File: config.mk
export PLATFORM = sky130hd
export DESIGN_NAME = parking_gate_ctrl
export DESIGN_NICKNAME = d
export VERILOG_FILES = /design/src/rtl/parking_gate_ctrl.sv
export SDC_FILE = /design/constraint.sdc
export NUM_CORES = 1
export LEC_CHECK = 0
export ABC_AREA = 0
export BUFFER_PORTS_ARGS = -buffer_cell sky130_fd_sc_hd__buf_4
export CAP_MARGIN = 20
export CELL_PAD_IN_SITES_DETAIL_PLACEMENT = 1
export CELL_PAD_IN_SITES_GLOBAL_PLACEMENT = 1
export CORE_MARGIN = 8
export CORE_UTILIZATION = 42
export CTS_CLUSTER_SIZE = 14
export DETAILED_ROUTE_END_ITERATION = 12
export PLACE_DENSITY = 0.76
export SETUP_SLACK_MARGIN = 0.15
export SLEW_MARGIN = 10
export SYNTH_ARGS = -nofsm -noshare
export SYNTH_HDL_FRONTEND = slang
export SYNTH_SLANG_ARGS = --single-unit
File: constraint.sdc
create_clock -name clk -period 2 [get_ports clk]
set_input_delay 0.1 -clock clk [delete_from_list [all_inputs] [get_ports clk]]
set_output_delay 0.1 -clock clk [all_outputs]
set_load 0.02 [all_outputs]
File: src/rtl/parking_gate_ctrl.sv
// Single-barrier parking gate controller: occupancy tracking, entry/exit arbitration
// with one buffered request per direction, and a fixed gate hold time.
module parking_gate_ctrl #(
    parameter int CLK_FREQUENCY = 40_000_000,
    parameter int GATE_HOLD_SEC = 3,
    parameter int CAPACITY      = 8,
    localparam int OCC_W        = $clog2(CAPACITY + 1)
) (
    input  logic             clk,
    input  logic             reset_n,
    input  logic             entry_req,
    input  logic             exit_req,
    output logic             gate_open,
    output logic             gate_dir,
    output logic [OCC_W-1:0] occupancy,
    output logic [OCC_W-1:0] free_spaces,
    output logic             full,
    output logic             empty,
    output logic             reject
);
    localparam int HOLD_CYCLES = CLK_FREQUENCY * GATE_HOLD_SEC;
    localparam int TMR_W       = $clog2(HOLD_CYCLES + 1);
    localparam logic [OCC_W-1:0] CAP_V     = OCC_W'(CAPACITY);
    localparam logic [TMR_W-1:0] TMR_LAST  = TMR_W'(HOLD_CYCLES - 1);

    typedef enum logic [1:0] {IDLE, OPEN_IN, OPEN_OUT} state_t;

    state_t           state_q;
    logic [TMR_W-1:0] timer_q;
    logic             pend_entry_q, pend_exit_q;
    logic [OCC_W-1:0] occ_q, free_q;
    logic             full_q, empty_q, reject_q, gate_open_q, gate_dir_q;

    logic             eff_entry, eff_exit;
    logic [OCC_W-1:0] occ_d;

    // Next occupancy is shared by the FSM and the status flags so they never lag.
    always_comb begin
        eff_exit  = exit_req | pend_exit_q;
        eff_entry = entry_req | pend_entry_q;
        occ_d     = occ_q;
        if (state_q == IDLE) begin
            if (eff_exit) begin
                if (occ_q != '0) occ_d = occ_q - 1'b1;
            end else if (eff_entry) begin
                if (occ_q != CAP_V) occ_d = occ_q + 1'b1;
            end
        end
    end

    always_ff @(posedge clk or negedge reset_n) begin
        if (!reset_n) begin
            state_q      <= IDLE;
            timer_q      <= '0;
            pend_entry_q <= 1'b0;
            pend_exit_q  <= 1'b0;
            occ_q        <= '0;
            free_q       <= CAP_V;
            full_q       <= 1'b0;
            empty_q      <= 1'b1;
            reject_q     <= 1'b0;
            gate_open_q  <= 1'b0;
            gate_dir_q   <= 1'b0;
        end else begin
            reject_q <= 1'b0;
            occ_q    <= occ_d;
            free_q   <= CAP_V - occ_d;
            full_q   <= (occ_d == CAP_V);
            empty_q  <= (occ_d == '0);
            case (state_q)
                IDLE: begin
                    if (eff_exit) begin
                        pend_exit_q  <= 1'b0;
                        pend_entry_q <= eff_entry;
                        if (occ_q != '0) begin
                            state_q     <= OPEN_OUT;
                            gate_open_q <= 1'b1;
                            gate_dir_q  <= 1'b1;
                            timer_q     <= '0;
                        end else begin
                            reject_q <= 1'b1;
                        end
                    end else if (eff_entry) begin
                        pend_entry_q <= 1'b0;
                        if (occ_q != CAP_V) begin
                            state_q     <= OPEN_IN;
                            gate_open_q <= 1'b1;
                            gate_dir_q  <= 1'b0;
                            timer_q     <= '0;
                        end else begin
                            reject_q <= 1'b1;
                        end
                    end
                end
                OPEN_IN, OPEN_OUT: begin
                    timer_q <= timer_q + 1'b1;
                    if (entry_req) pend_entry_q <= 1'b1;
                    if (exit_req)  pend_exit_q  <= 1'b1;
                    if (timer_q == TMR_LAST) begin
                        state_q     <= IDLE;
                        gate_open_q <= 1'b0;
                        timer_q     <= '0;
                    end
                end
                default: state_q <= IDLE;
            endcase
        end
    end

    assign gate_open   = gate_open_q;
    assign gate_dir    = gate_dir_q;
    assign occupancy   = occ_q;
    assign free_spaces = free_q;
    assign full        = full_q;
    assign empty       = empty_q;
    assign reject      = reject_q;
endmodule

==> impl_results.html <==
<table>
<tr><th>Metric</th><th>Value</th></tr>
<tr><th colspan="2">Logic synthesis</th></tr>
<tr><td>Share of flip-flops with an asynchronous set or reset after synthesis</td><td>1.000</td></tr>
<tr><td>Mapped cell area</td><td>0.002416 mm²</td></tr>
<tr><td>Instance count of the mapped netlist</td><td>258</td></tr>
<tr><td>Average instance area after synthesis</td><td>approximately 9.4 µm²</td></tr>
<tr><td>Part of the Yosys area used for sequential elements</td><td>0.4464</td></tr>
<tr><td>Cell variety after synth</td><td>55</td></tr>
<tr><td>Count of flip-flops with a built-in enable after synthesis</td><td>0</td></tr>
<tr><td>Main flop type after synthesis</td><td>sky130_fd_sc_hd__dfrtp_1</td></tr>
<tr><td>Largest area contributor in the synthesized netlist</td><td>sky130_fd_sc_hd__dfrtp_1</td></tr>
<tr><td>Main area contributors after synthesis</td><td>sky130_fd_sc_hd__dfrtp_1 (42%), sky130_fd_sc_hd__nand2_1 (4.4%), sky130_fd_sc_hd__o21ai_0 (4.4%)</td></tr>
<tr><td>Most numerous cell types in the synthesized netlist</td><td>sky130_fd_sc_hd__dfrtp_1 (41), sky130_fd_sc_hd__nand2_1 (28), sky130_fd_sc_hd__nor2_1 (23)</td></tr>
<tr><td>Most numerous cell in the Yosys netlist</td><td>sky130_fd_sc_hd__dfrtp_1</td></tr>
<tr><td>Register bit total from synthesis</td><td>43</td></tr>
<tr><td>Synthesized netlist net count</td><td>268</td></tr>
<tr><td>Yosys warning total</td><td>0</td></tr>
<tr><td>Post-synth top area share</td><td>0.4247</td></tr>
<tr><th colspan="2">Drt</th></tr>
<tr><td>Count of nets left with antenna violations after detail routing</td><td>0</td></tr>
<tr><td>DRC violations left</td><td>0</td></tr>
<tr><td>Count of vias placed by the detailed router</td><td>2464</td></tr>
<tr><td>First drt pass iteration count</td><td>4</td></tr>
<tr><td>Number of violations reported at the end of detailed-routing iteration 0</td><td>117</td></tr>
<tr><td>Via density per instance</td><td>around 6.1</td></tr>
<tr><td>WL/cell</td><td>25.99 µm</td></tr>
<tr><td>Total Wirelength</td><td>between 10000 and 15000 µm</td></tr>
<tr><th colspan="2">Timing</th></tr>
<tr><td>Share of the clock period used by the worst path after layout</td><td>1.070</td></tr>
<tr><td>Final-report setup violation count</td><td>29</td></tr>
<tr><td>Final Max Tran Viols</td><td>0</td></tr>
<tr><td>Fin worst setup slack</td><td>-0.1393 ns</td></tr>
<tr><td>Slew of the pin with the lowest slew margin</td><td>approximately 0.58 ns</td></tr>
<tr><td>Max_slew headroom</td><td>0.6156</td></tr>
<tr><td>Endpoints failing hold</td><td>0</td></tr>
<tr><td>Highest achievable clock rate</td><td>467.4 MHz</td></tr>
<tr><td>Clk_skew</td><td>0.01322 ns</td></tr>
<tr><td>Post-layout min period</td><td>2.139 ns</td></tr>
<tr><td>RSZ-0062 raised after global routing</td><td>true</td></tr>
<tr><td>Aggregate negative setup slack</td><td>-1.373 ns</td></tr>
<tr><th colspan="2">Critical path</th></tr>
<tr><td>CP max stage cell</td><td>sky130_fd_sc_hd__dfrtp_1</td></tr>
<tr><td>CP Buf/Inv Count</td><td>1</td></tr>
<tr><td>Worst endpoint data arrival time</td><td>2.32 ns</td></tr>
<tr><td>Critical Path Source Type</td><td>flip-flop</td></tr>
<tr><td>Critical R2R Launch</td><td>timer_q[20]</td></tr>
<tr><td>Critical setup path kind</td><td>flip-flop to flip-flop</td></tr>
<tr><td>Start point of the critical path</td><td>timer_q[20]</td></tr>
<tr><td>Largest stage delay, worst path</td><td>0.44 ns</td></tr>
<tr><td>Required time at the endpoint of the critical path</td><td>2.18 ns</td></tr>
<tr><td>Cell family with most CP delay</td><td>compound AO/OA/AOI/OAI gates</td></tr>
<tr><td>Cell breakdown of the critical path</td><td>nor4b_2 &gt; nand3_1 &gt; o31ai_4 &gt; buf_6 &gt; a21oi_2 &gt; o21ai_1 &gt; o31ai_2</td></tr>
<tr><td>Kind of end point of the critical path</td><td>flip-flop</td></tr>
<tr><td>Maximum fanout encountered on the critical timing path</td><td>8</td></tr>
<tr><th colspan="2">Place</th></tr>
<tr><td>Final HPWL from detailed placement</td><td>4980 µm</td></tr>
<tr><td>Instance area after placement</td><td>0.002855 mm²</td></tr>
<tr><td>Cells after DPL</td><td>~370</td></tr>
<tr><td>Port buffer count</td><td>16</td></tr>
<tr><td>Gp weighted congestion</td><td>0.8482</td></tr>
<tr><th colspan="2">Job</th></tr>
<tr><td>Max-cap check violation count</td><td>0</td></tr>
<tr><th colspan="2">Global routing</th></tr>
<tr><td>Number of global-route vias before repair</td><td>2458</td></tr>
<tr><td>Overall routing resource usage</td><td>0.1868</td></tr>
<tr><td>Number of antenna violations at the first check in global routing</td><td>0</td></tr>
<tr><td>Global-route congestion overflow total</td><td>0</td></tr>
<tr><td>Maximum number of pins on one net before global-route repair</td><td>44</td></tr>
<tr><td>Wire length of the first global-routing pass</td><td>12650 µm</td></tr>
<tr><th colspan="2">CTS</th></tr>
<tr><td>H-tree Lvls</td><td>2</td></tr>
<tr><td>TritonCTS clock tree</td><td>yes</td></tr>
<tr><td>Clock buffer count from CTS</td><td>5</td></tr>
<tr><td>Deepest clock path buffer count</td><td>2</td></tr>
<tr><td>Total number of clock tree sinks</td><td>43</td></tr>
<tr><td>Clock transition at the registers of the reported paths</td><td>0.09 ns</td></tr>
<tr><td>Root buffer cell</td><td>sky130_fd_sc_hd__clkbuf_8</td></tr>
<tr><td>Clock latency at the later pin of the worst-skew pair</td><td>a little over 0.3 ns</td></tr>
<tr><th colspan="2">Hold path</th></tr>
<tr><td>Hold_sp</td><td>entry_req</td></tr>
<tr><td>Hold Path Class</td><td>input port to flip-flop</td></tr>
<tr><th colspan="2">Status</th></tr>
<tr><td>Outcome</td><td>finished with violations</td></tr>
<tr><td>Failing checks</td><td>negative setup slack</td></tr>
<tr><th colspan="2">Cells and area</th></tr>
<tr><td>Fraction of layout cells with a size suffix above 1</td><td>0.5224</td></tr>
<tr><td>Layout fillers</td><td>between 500 and 600</td></tr>
<tr><td>Core occupancy in the finished layout</td><td>0.6716</td></tr>
<tr><td>Final layout net count</td><td>344</td></tr>
<tr><td>Antenna diodes</td><td>0</td></tr>
<tr><td>Synth-to-layout area growth</td><td>54.01%</td></tr>
<tr><td>Non-Filler Instances</td><td>407</td></tr>
<tr><td>Final Cell Area</td><td>0.003721 mm²</td></tr>
<tr><th colspan="2">Die</th></tr>
<tr><td>Standard cell core area</td><td>roughly 0.0055 mm²</td></tr>
<tr><td>Die Y-Extent</td><td>91.85 µm</td></tr>
<tr><td>Top Ports</td><td>17</td></tr>
<tr><td>Row Count</td><td>27</td></tr>
<tr><td>Die X-Extent</td><td>91.85 µm</td></tr>
<tr><td>Initial cell density of the core</td><td>0.4361</td></tr>
<tr><td>Area of the die</td><td>~0.0084 mm²</td></tr>
<tr><th colspan="2">Power and ir drop</th></tr>
<tr><td>Static Leakage</td><td>1.594 nW</td></tr>
<tr><td>Peak supply drop</td><td>0.0005000 V</td></tr>
<tr><td>Total power divided by cell area</td><td>596.3 mW/mm²</td></tr>
<tr><td>Power, Total</td><td>2.219 mW</td></tr>
</table>
==> worst min-delay path, cell delays in order <==
cell                      delay [ns]
sky130_fd_sc_hd__buf_4          0.09
sky130_fd_sc_hd__nor2_2         0.07
sky130_fd_sc_hd__a31oi_1        0.14
==> final cells by class <==
type	instances	area [µm²]	share of cell area
clock inverters	1	7.507	0.002017
well taps	72	90.09	0.02421
clock buffers	7	96.34	0.02589
multi-input cells	190	1670	0.4489
flip-flops and latches	43	1086	0.2919
inverters	12	50.05	0.01345
repair buffers	82	720.7	0.1937
==> where the power goes <==
part	internal, mW	total, mW	switching, mW
Clock	0.315	0.643	0.328
Sequential	0.957	1.13	0.172
Combinational	0.210	0.447	0.237
==> cell families (layout without fill, tap and decap cells) <==
| kind of cell | after synthesis | after routing | share of synthesized area |
|---|---|---|---|
| flops | 43 | 43 | 0.4464 |
| compound gates | 52 | 52 | 0.1450 |
| simple gates | 113 | 113 | 0.2532 |
| xor+xnor | 17 | 17 | 0.06163 |
| fa+ha+maj | 6 | 6 | 0.03107 |
| mux | 2 | 2 | 0.008804 |
| buf+inv | 25 | 102 | 0.05386 |
==> flip-flops by register name, indices dropped and copies added, names as in the netlist <==
register / flops
empty: 1
free_spaces: 4
full: 1
gate_dir: 1
gate_open: 1
occupancy: 3
pend_entry_q: 1
pend_exit_q: 1
reject: 1
state_q: 2
timer_q: 27
==> per-layer routing <==
metal,global-route usage,wire [µm],up-vias
met1,0.2259,4127,1249
li1,-,-,1064
met4,0.07919,574,0
met5,0,0,-
met3,0.03423,410,46
met2,0.3176,5466,105
==> cell usage in the layout, fill, tap and decap left out, types with 6 or more instances in the layout <==
cell / Yosys / routed
sky130_fd_sc_hd__nor2_1: 23 / 13
sky130_fd_sc_hd__a21oi_1: 9 / 7
sky130_fd_sc_hd__xor2_1: 9 / 8
sky130_fd_sc_hd__nand2_1: 28 / 25
sky130_fd_sc_hd__dfrtp_2: 0 / 6
sky130_fd_sc_hd__inv_1: 12 / 7
sky130_fd_sc_hd__clkbuf_8: 0 / 7
sky130_fd_sc_hd__xnor2_1: 8 / 6
sky130_fd_sc_hd__nand4_1: 10 / 10
sky130_fd_sc_hd__o21ai_0: 21 / 7
sky130_fd_sc_hd__dfrtp_1: 41 / 35
sky130_fd_sc_hd__buf_6: 2 / 12
sky130_fd_sc_hd__o21ai_2: 0 / 9
sky130_fd_sc_hd__buf_4: 4 / 64
sky130_fd_sc_hd__nor2_4: 1 / 8
==> final timing paths <==
check / end / slack, ns / cells past startpoint
min in group asynchronous: timer_q[25] / 0.33 / 2
max in group asynchronous: occupancy[1] / 1.24 / 2
worst min-delay path: pend_entry_q / 0.13 / 3
worst max-delay path: timer_q[10] / -0.14 / 7
worst max register to register: timer_q[10] / -0.14 / 7
worst min register to register: gate_open / 0.57 / 1
==> timing repair <==
item	4_1_cts	5_1_grt
endpoints found under the setup margin	34	38
cloned	0	0
hold endpoints to repair	41	0
gates resized for setup	39	89
setup buffers	11	16
hold buffers	1	0
pin swaps	13	36
==> metrics by stage <==
stage	setup WS, ns	hold slack, ns
after CTS	0.07155	0.1398
after detailed placement	-0.04009	0.1412
final	-0.1393	0.1317
after global placement	-0.007452	0.1347
after floorplan	0.01963	-0.1956
after global routing	-0.1966	0.1554
Power figures use the tool's default switching activity.
